### src/rtl/if_id_stage.sv
// if_id_stage: IF/ID pipeline register with load-use hazard detection and
// branch squash. It also keeps saturating counters for stall cycles and
// branch flushes.
//
// Ports:
//   clk, rst_n          clock, asynchronous active-low reset
//   pc4_in, instr_in    PC+4 and instruction word from fetch
//   id_ex_memread       MEMRead bit held in ID/EX
//   id_ex_rt            rt field held in ID/EX
//   branch_taken        redirect request; squashes the fetch and ID slots
//   pc4, instr, valid   registered decode-side view of the fetched word
//   pc_write            PC update enable to fetch (0 freezes the PC)
//   bubble              decode forces zero control into ID/EX
//   stall_cnt           saturating count of load-use stall cycles
//   flush_cnt           saturating count of branch flushes
//
// state | meaning
// RUN   | normal flow; a load-use hazard may stall
// STALL | one stall cycle has been taken; the hazard is ignored this cycle
// FLUSH | the ID slot was squashed by a branch; valid is 0
module if_id_stage #(
  parameter int CNT_W = 16
) (
  input  logic             clk,
  input  logic             rst_n,
  input  logic [31:0]      pc4_in,
  input  logic [31:0]      instr_in,
  input  logic             id_ex_memread,
  input  logic [4:0]       id_ex_rt,
  input  logic             branch_taken,
  output logic [31:0]      pc4,
  output logic [31:0]      instr,
  output logic             valid,
  output logic             pc_write,
  output logic             bubble,
  output logic [CNT_W-1:0] stall_cnt,
  output logic [CNT_W-1:0] flush_cnt
);

  typedef enum logic [1:0] {RUN, STALL, FLUSH} state_t;

  localparam logic [CNT_W-1:0] CNT_ONE = CNT_W'(1);
  localparam logic [CNT_W-1:0] CNT_MAX = '1;

  state_t     state, state_nxt;
  logic [4:0] rs, rt;
  logic       hazard;
  logic       do_stall;

  assign rs = instr[25:21];
  assign rt = instr[20:16];

  // A zero destination register never creates a dependency.
  assign hazard = valid & id_ex_memread & (id_ex_rt != 5'd0) &
                  ((id_ex_rt == rs) | (id_ex_rt == rt));

  always_comb begin
    state_nxt = RUN;
    pc_write  = 1'b1;
    bubble    = 1'b0;
    do_stall  = 1'b0;
    if (branch_taken) begin
      bubble    = 1'b1;
      state_nxt = FLUSH;
    end else if (hazard && (state == RUN)) begin
      // Only RUN can stall, so each load costs exactly one cycle.
      pc_write  = 1'b0;
      bubble    = 1'b1;
      do_stall  = 1'b1;
      state_nxt = STALL;
    end
  end

  always_ff @(posedge clk or negedge rst_n) begin
    if (!rst_n) begin
      state     <= RUN;
      pc4       <= '0;
      instr     <= '0;
      valid     <= 1'b0;
      stall_cnt <= '0;
      flush_cnt <= '0;
    end else begin
      state <= state_nxt;
      if (branch_taken) begin
        pc4   <= pc4_in;
        instr <= '0;
        valid <= 1'b0;
        if (flush_cnt != CNT_MAX) flush_cnt <= flush_cnt + CNT_ONE;
      end else if (do_stall) begin
        if (stall_cnt != CNT_MAX) stall_cnt <= stall_cnt + CNT_ONE;
      end else begin
        pc4   <= pc4_in;
        instr <= instr_in;
        valid <= 1'b1;
      end
    end
  end

endmodule
### config.mk
export PLATFORM = sky130hd
export DESIGN_NAME = if_id_stage
export DESIGN_NICKNAME = d
export VERILOG_FILES = /design/src/rtl/if_id_stage.sv
export SDC_FILE = /design/constraint.sdc
export NUM_CORES = 1
export LEC_CHECK = 0
export CORE_UTILIZATION = 46
export CTS_BUF_LIST = sky130_fd_sc_hd__clkbuf_4
export CTS_CLUSTER_DIAMETER = 30
export DETAILED_ROUTE_END_ITERATION = 16
export PLACE_DENSITY = 0.91
export SLEW_MARGIN = 20
export SYNTH_ARGS = -nofsm -noshare
export SYNTH_HDL_FRONTEND = slang
export SYNTH_SLANG_ARGS = --single-unit
### constraint.sdc
create_clock -name clk -period 2.9 [get_ports clk]
set_input_delay 0.87 -clock clk [delete_from_list [all_inputs] [get_ports clk]]
set_output_delay 0.87 -clock clk [all_outputs]
set_load 0.02 [all_outputs]
# Yosys cells after proc, flatten, opt, wreduce, memory -nomap -nowiden
# Index checks and enable logic that the tools add are counted.
[op_classes]
add_sub_neg = 2
n_eq_ne = 5
muxes = 13
n_bitwise = 5
n_reduce_logical = 5
[ops]
columns = ["cell", "count"]
rows = [
  ["$mux W32", 4],
  ["$add A16 B1 Y16 const B", 2],
  ["$ne A16 B16 Y1 const B", 2],
  ["$eq A5 B5 Y1", 2],
  ["$mux W1", 8],
  ["$reduce_bool A5 Y1", 1],
  ["$and A1 B1 Y1", 3],
  ["$reduce_and A3 Y1", 1],
  ["$logic_not A2 Y1", 1],
  ["$mux W2", 1],
  ["$ne A2 B2 Y1 const B", 1],
  ["$reduce_and A2 Y1", 1],
  ["$logic_and A1 B1 Y1", 1],
  ["$not A1 Y1", 1],
  ["$or A1 B1 Y1", 1],
]
[totals]
ff_bits = 99
input_bits = 73
out_inout_bits = 99
wordCells = 36

# Longest topological paths before layout
# Gate-level depths: netlist of the first run.
[logic_depth]
word_depth = 8
mapped_depth = 6
mapped_depth_nobuf = 6

# Worst setup path after synthesis of the first run
# Ideal clock, no wire load.
[synth_timing]
path_kind = "input -> output"
from = "input port id_ex_rt[2]"
to = "output port bubble"
arrival_time_ns = 2.135
required_ns = 2.030
path_slack_ns = -0.105
cell_stages = 5
path_buffers = 1
path_cell_list = "xor2_1 nor3_2 a22oi_4 clkbuf_1 o21ai_0"
[synth_between]
elab_chain_cells = 6
word_cells_on_any_way = 9
classes_between = "eq/ne: 2; mux: 2; bitwise: 3; reduce/logical: 2"
[synth_lines]
columns = ["item", "line_no", "source"]
rows = [
  ["from (decl)", "29", "input logic [4:0] id_ex_rt,"],
  ["$eq A5 B5 Y1 / $reduce_bool A5 Y1 (equally long branches)", "55, 54", ""],
  ["$or A1 B1 Y1 / $and A1 B1 Y1 (equally long branches)", "55, 54", ""],
  ["$and A1 B1 Y1 (*)", "54", "assign hazard = valid & id_ex_memread & (id_ex_rt != 5'd0) &"],
  ["$logic_and A1 B1 Y1 (*)", "65", "end else if (hazard && (state == RUN)) begin"],
  ["$mux W1 (*)", "65", ""],
  ["$mux W1 (*)", "62", "if (branch_taken) begin"],
  ["to (decl)", "35", "output logic bubble,"],
]
# Mark *: on every way between the ends. The rest lies on a longest branch, timed or not.

# Worst setup path in the final report of the first run
[layout_timing]
from = "input port id_ex_rt[4]"
to = "output port pc_write"
[layout_between]
elab_chain_cells = 6
word_cells_on_any_way = 9
classes_between = "eq/ne: 2; mux: 2; bitwise: 3; reduce/logical: 2"
[layout_lines]
columns = ["item", "line_no", "source"]
rows = [
  ["$eq A5 B5 Y1 / $reduce_bool A5 Y1 (equally long branches)", "55, 54", ""],
  ["$or A1 B1 Y1 / $and A1 B1 Y1 (equally long branches)", "55, 54", ""],
  ["$and A1 B1 Y1 (*)", "54", ""],
  ["$logic_and A1 B1 Y1 (*)", "65", ""],
  ["$mux W1 (*)", "65", ""],
  ["$mux W1 (*)", "62", ""],
  ["to (decl)", "34", "output logic pc_write,"],
]
# Marked as above.

==> impl_metrics.tcl, run 1 <==
set metrics [dict create \
    status "completed" \
    ys_seq_area_frac 0.5511 \
    fmax_mhz 348.8 \
    clock-sinks 99 \
    cap_violations 0 \
    drive_gt1_frac 0.1117 \
    wire_per_inst_um 15.34 \
    grt_overflow 0 \
    cts.clk_slew.worst_paths_ns 0.16 \
    p_sw_w 0.0009010 \
    synth_top_area_cell "dfrtp_1" \
    hold_path.class "input port to asynchronous set/reset pin" \
    synth_top_family_by_area "multiplexers" \
    seqPwrFrac 0.540 \
    timing.final.crit_period_ns 2.867 \
    p_leak_nw 2.799 \
    synth-edff-count 0 \
    grt_pass1_wl_um 17570 \
    final-hold-violation-count 0 \
    synth_xor_area_frac 0.07598 \
    synth.distinct_cells 39 \
    drt_iter0_markers 70 \
    end_kind "primary output" \
    synth_area_um2 4496 \
    placementRows 35 \
    synth.area.top_cells "dfrtp_1 55%, mux2_1 7.5%, mux2i_1 7.1%, nand2_1 6.3%, xor2_1 5.6%" \
    clockBufferDepth 2 \
    h-tree-depth 3 \
    initial_utilization 0.4797 \
    final_antenna_net_count 0 \
    startpoint_type "input port" \
    clkPwrFrac 0.227 \
    drc 0 \
    synth_top_area_frac 0.5511 \
    dp_hpwl_um 8155 \
    p_comb_frac 0.233 \
    synth-compound-area-share 0.02588 \
    syn2layout_area_growth_pct 47.23 \
    antenna_cells 0 \
    final_core_utilization 0.7063 \
    synth_area_per_cell_um2 11.74 \
    power-per-cell-area_nw_per_um2 442.2 \
    fin_tns_setup_ns 0 \
    yosys.cell_count.top_type "dfrtp_1" \
    die-area_um2 10170 \
    synth_flop_cell "dfrtp_1" \
    synth_nets 458 \
    ys_ff_latch 99 \
    fin_nets 643 \
    hold_buffers 0 \
    period_share 0.9885 \
    rsz0062_at_grt "true" \
    muxShareOfSynthArea 0.1589 \
    portBuffers 171 \
    first_pass_iters 4 \
    finalMaxSlewViolations 0 \
    path_class "input port to primary output" \
    setup_viol 0 \
    cts_root_buf "clkbuf_4" \
    vdd_ir_drop_max_mv 0.2661 \
    critical_path_required_ns 2.03 \
    track_usage 0.2200 \
    slew_headroom 0.5232 \
    p_int_w 0.002026 \
    clk_latency_ns 0.42 \
    fin_hold_ws_ns 0.4734 \
    dieWidth_um 100.9 \
    max_slew.worst_pin.slew_ns 0.7152 \
    grt_pass1_vias 3665 \
    cp_max_fo 3 \
    synth_commonest_cells "99 x dfrtp_1, 75 x nand2_1, 32 x mux2i_1" \
    synth-simple-area-share 0.1584 \
    async_flop_share 1.000 \
    antenna_found_initial 0 \
    viasPerCell 5.118 \
    finalClockSkew_ns 0.02379 \
    cts_tree "yes" \
    place.gp.congestion 0.8310 \
    cts_buffers 9 \
    synthCells 383 \
    route.vias.total 3593 \
    switching_share 0.3079 \
    arrival_ns 2.00 \
    ios 172 \
    grt_max_degree 71 \
    fp.dieH_um 100.9 \
    yosysWarnings 0 \
    routed_wl_um 10770 \
    synth_adder_area_share 0.005566 \
    core_area_um2 9371 \
]
==> sequential cells by signal, indices dropped and copies added, names as in the netlist <==
| name | cells |
|---|---|
| flush_cnt | 16 |
| instr | 32 |
| pc4 | 32 |
| stall_cnt | 16 |
| state | 2 |
| valid | 1 |
==> final cells by class <==
type | instances | area (um2)
clock buffer | 9 | 67.56
clock inverter | 7 | 58.81
fill | 724 | 2753
inverter | 3 | 11.26
multi-input combinational | 265 | 1951
sequential | 99 | 2477
tap | 129 | 161.4
timing repair buffer | 190 | 1892
==> repair_timing <==
action                     CTS  global route
pin swaps                    8             1
resized for setup           45             1
buffers inserted             3             0
setup endpoints to repair   34             2
==> worst paths after layout <==
kind | end | depth (start not counted) | startpoint | slack (ns)
min | pc4[27]$_DFFE_PN0P_ | 1 | rst_n | 0.47
max | pc_write | 6 | id_ex_rt[4] | 0.03
max reg2reg | instr[29]$_DFFE_PN0P_ | 8 | instr[21]$_DFFE_PN0P_ | 0.63
max in group asynchronous | instr[25]$_DFFE_PN0P_ | 2 | rst_n | 1.77
min in group clk | pc4[29]$_DFFE_PN0P_ | 1 | pc4[29]$_DFFE_PN0P_ | 0.51
min reg2reg | pc4[29]$_DFFE_PN0P_ | 1 | pc4[29]$_DFFE_PN0P_ | 0.51
==> cell usage in the layout, fill, tap and decap left out, types with 3 or more instances in the layout <==
cell type / instances
buf_12: 3
buf_4: 15
buf_6: 7
clkbuf_4: 9
clkdlybuf4s50_1: 162
dfrtp_1: 99
inv_6: 3
mux2_1: 30
mux2_2: 5
mux2i_1: 32
nand2_1: 75
nand3_1: 14
nand4_1: 8
nor2_1: 13
nor3_1: 9
nor3b_1: 3
nor4_1: 4
or4_1: 3
xnor2_1: 10
xor2_1: 28
==> cell families (layout without fill, tap and decap cells) <==
| logic type | after synthesis | count (layout) |
|---|---|---|
| multiplexers | 67 | 67 |
| XOR/XNOR | 39 | 39 |
| buffers and inverters | 19 | 209 |
| flip-flops | 99 | 99 |
| AO/OA/AOI/OAI | 10 | 10 |
| adder cells (fa/ha/maj) | 2 | 2 |
| AND/OR/NAND/NOR | 147 | 147 |
==> layer usage <==
layer  global-route usage  routed length [um]  share of wire
met1               0.2639                4307           0.40
met4              0.06355                 125          0.012
met3              0.05270                 718          0.067
met5                    0                   0              0
met2               0.3930                5615           0.52
==> stage by stage <==
step | total power (W) | area [um2] | worst slack (ns) | instances
2_1_floorplan | 0.001887 | 4496 | 0.03280 | 383
3_3_place_gp | 0.002260 | 6417 | -0.8321 | 682
3_5_place_dp | 0.002290 | 6417 | -0.8575 | 682
4_1_cts | 0.002963 | 6596 | 0.008035 | 701
5_1_grt | 0.003081 | 6619 | -0.03344 | 702
6_report | 0.002927 | 6619 | 0.03326 | 702
==> critical path, cell delays in order <==
cell and delay, ns:
buf_6 0.10, xor2_1 0.16, nor3_2 0.26, a22oi_4 0.11
or3_4 0.35, buf_6 0.14
==> power by group through the flow <==
| stage | sequential (W) | clock, W | combinational (W) |
|---|---|---|---|
| final | 0.00158 | 0.000665 | 0.000683 |
| after global routing | 0.00160 | 0.000746 | 0.000738 |
| after CTS | 0.00158 | 0.000691 | 0.000690 |
| after detailed placement | 0.00161 | 0 | 0.000683 |
| after global placement | 0.00160 | 0 | 0.000662 |
| after floorplan | 0.00171 | 0 | 0.000174 |
(Power assumes the default switching activity.)
==> run 2: changes to the inputs <==
- ABC_AREA: not set -> 1
==> run 2 against run 1 <==
Effect of this change: total power is 2.5% higher; area after synthesis increased by 1.1%; synthesized cell count increased by 45%; critical path depth up 4; worst hold slack lost 0.17 ns; clock power increased by 1%; count of clock-buffer cells in the layout unchanged; first-iteration DRC count grew to 3.0 times the previous value; combinational power rose by 4.4%; sequential share of layout area rose by 0.36 points; final cell count rose by 23%.
==> impl_metrics.tcl, run 2 <==
set metrics [dict create \
    grt_overflow 0 \
    top_regs "instr (32), pc4 (32)" \
    fin_hold_ws_ns 0.3081 \
    final_antenna_net_count 0 \
    dp_worst_setup_slack_ns -0.6900 \
    finalClockSkew_ns 0.01993 \
    final_cells 866 \
    placementRows 35 \
    synthCells 557 \
    cts_buffers 9 \
    h-tree-depth 3 \
    fp.dieH_um 101.4 \
    hold_path.class "input port to asynchronous set/reset pin" \
    hold_buffers 0 \
    cts_tree "yes" \
    dp.cells 850 \
    rsz0062_at_grt "false" \
    synth_flop_cell "dfrtp_1" \
    cap_violations 0 \
    critical_path.slowest_cell "dlygate4sd2_1" \
    viasPerCell 4.982 \
    grt_pass1_wl_um 20450 \
    antenna_cells 0 \
    path_common_cell "nand2_1" \
    synth.area.top_cells "dfrtp_1 55%, nand2_1 21%, nand3_1 5.2%, xor2_1 3.5%, inv_1 2.7%" \
    fin_ws_ns 0.07033 \
    arrival_ns 1.96 \
    max_slew.worst_pin.slew_ns 0.4444 \
    ys_seq_area_frac 0.5452 \
    initial_utilization 0.4827 \
    wire_per_inst_um 14.66 \
    syn2layout_area_growth_pct 44.27 \
    synth_area_um2 4544 \
    yosys.cell_count.top_type "nand2_1" \
    cts.clk_slew.worst_paths_ns 0.16 \
    slew_headroom 0.7038 \
    max_stage_delay_ns 0.28 \
    p_leak_nw 3.122 \
    vdd_ir_drop_max_mv 0.3812 \
    setup_viol 0 \
    synth_area_per_cell_um2 8.159 \
    track_usage 0.2571 \
    cp_max_fo 3 \
    final_core_utilization 0.6963 \
    portBuffers 171 \
    finalMaxSlewViolations 0 \
    place.gp.congestion 1.030 \
    dieWidth_um 101.4 \
    end_kind "primary output" \
    synth_commonest_cells "251 x nand2_1, 99 x dfrtp_1, 47 x nand3_1" \
    crit_buf_inv 4 \
    ios 172 \
    synth.distinct_cells 23 \
    synth_nets 632 \
    drc 0 \
    dp_hpwl_um 9641 \
    drive_gt1_frac 0.06513 \
    clockBufferDepth 2 \
    path_delay_family "buffers and inverters" \
    cts_root_buf "clkbuf_4" \
    synth-edff-count 0 \
    status "completed" \
    power-per-cell-area_nw_per_um2 457.5 \
    antenna_found_initial 0 \
    routed_wl_um 12700 \
    startpoint_type "input port" \
    post-cts-setup-buffers 0 \
    path_class "input port to primary output" \
    clock-sinks 99 \
    mostFrequentLayoutCells "249 x nand2_1, 163 x clkdlybuf4s50_1, 99 x dfrtp_1" \
    final_common_cell "nand2_1" \
    yosysWarnings 0 \
    grt_pass1_vias 4315 \
    first_pass_iters 6 \
    synth_top_area_cell "dfrtp_1" \
    period_share 0.9757 \
    fin_tns_setup_ns 0 \
    crit_chain "dlygate4sd2_1 > inv_2 > nand2_1 > nand2_1 > nor2_1 > nand3_1 > nand2_2 > buf_12 > nand3_4 > buf_4" \
    fin_nets 807 \
    synth_top_area_frac 0.5452 \
    drt_iter0_markers 211 \
    critical_path_required_ns 2.03 \
    route.vias.total 4314 \
    fmax_mhz 353.4 \
    ys_ff_latch 99 \
    grt_max_degree 49 \
    final-hold-violation-count 0 \
    timing.final.crit_period_ns 2.830 \
    async_flop_share 1.000 \
    core_area_um2 9415 \
    die-area_um2 10280 \
    clk_latency_ns 0.44 \
]
[run 2: final cells by class]
type | count | area (um2)
fill | 753 | 2859
sequential | 99 | 2477
tap | 129 | 161.4
clock inverter | 7 | 58.81
clock buffer | 9 | 67.56
timing repair buffer | 183 | 1819
inverter | 39 | 146.4
multi-input combinational | 400 | 1826
[run 2: path summary, 6_finish.rpt]
kind | slack, ns | cells after the start | startpoint | end
min | 0.31 | 1 | rst_n | instr[20]$_DFFE_PN0P_
min in group clk | 0.49 | 2 | pc4[21]$_DFFE_PN0P_ | pc4[21]$_DFFE_PN0P_
max reg2reg | 0.79 | 13 | instr[24]$_DFFE_PN0P_ | instr[26]$_DFFE_PN0P_
max | 0.07 | 10 | id_ex_rt[2] | pc_write
max in group asynchronous | 1.93 | 2 | rst_n | pc4[10]$_DFFE_PN0P_
min reg2reg | 0.49 | 2 | pc4[21]$_DFFE_PN0P_ | pc4[21]$_DFFE_PN0P_
[run 2: stage by stage]
| step | area (um2) | power, W |
|---|---|---|
| after global placement | 6437 | 0.002324 |
| after CTS | 6566 | 0.003030 |
| after global routing | 6556 | 0.003154 |
| after floorplan | 4544 | 0.001917 |
| after detailed placement | 6437 | 0.002352 |
| final | 6556 | 0.003000 |
[run 2: cells by family (layout without fill, tap and decap cells)]
family                     count (synthesis)  count (layout)  synth area share
xor gates and xnor gates                  28              28           0.05396
buffers and inverters                     58             238           0.05534
and+or+nand+nor                          355             355            0.3235
DFF                                       99              99            0.5452
adders and majority gates                  2               2          0.005506
AOI/OAI and AO/OA                         15              15           0.01652
[run 2: where the power goes]
group	total, W	switching [W]	internal [W]
Clock	0.000673	0.000482	0.000191
Sequential	0.00161	0.000127	0.00149
Combinational	0.000713	0.000359	0.000354
Total	0.00300	0.000968	0.00203
[run 2: repair_timing]
action                                  in CTS  in global routing
gates resized for setup                     19                  9
hold endpoints to repair                     0                  0
pin swaps                                    1                  2
endpoints found under the setup margin       2                  2
[run 2: metal layers]
| layer | global-route usage | wire, um |
|---|---|---|
| met5 | 0 | 0 |
| met3 | 0.05038 | 894 |
| met2 | 0.4532 | 6343 |
| met1 | 0.3074 | 5129 |
| met4 | 0.1081 | 327 |
==> run 3: changes to the inputs <==
- GPL_TIMING_DRIVEN: not set -> 1
==> results of run 3 <==
No change in the layout: final DEF, timing and power equal those of run 2.
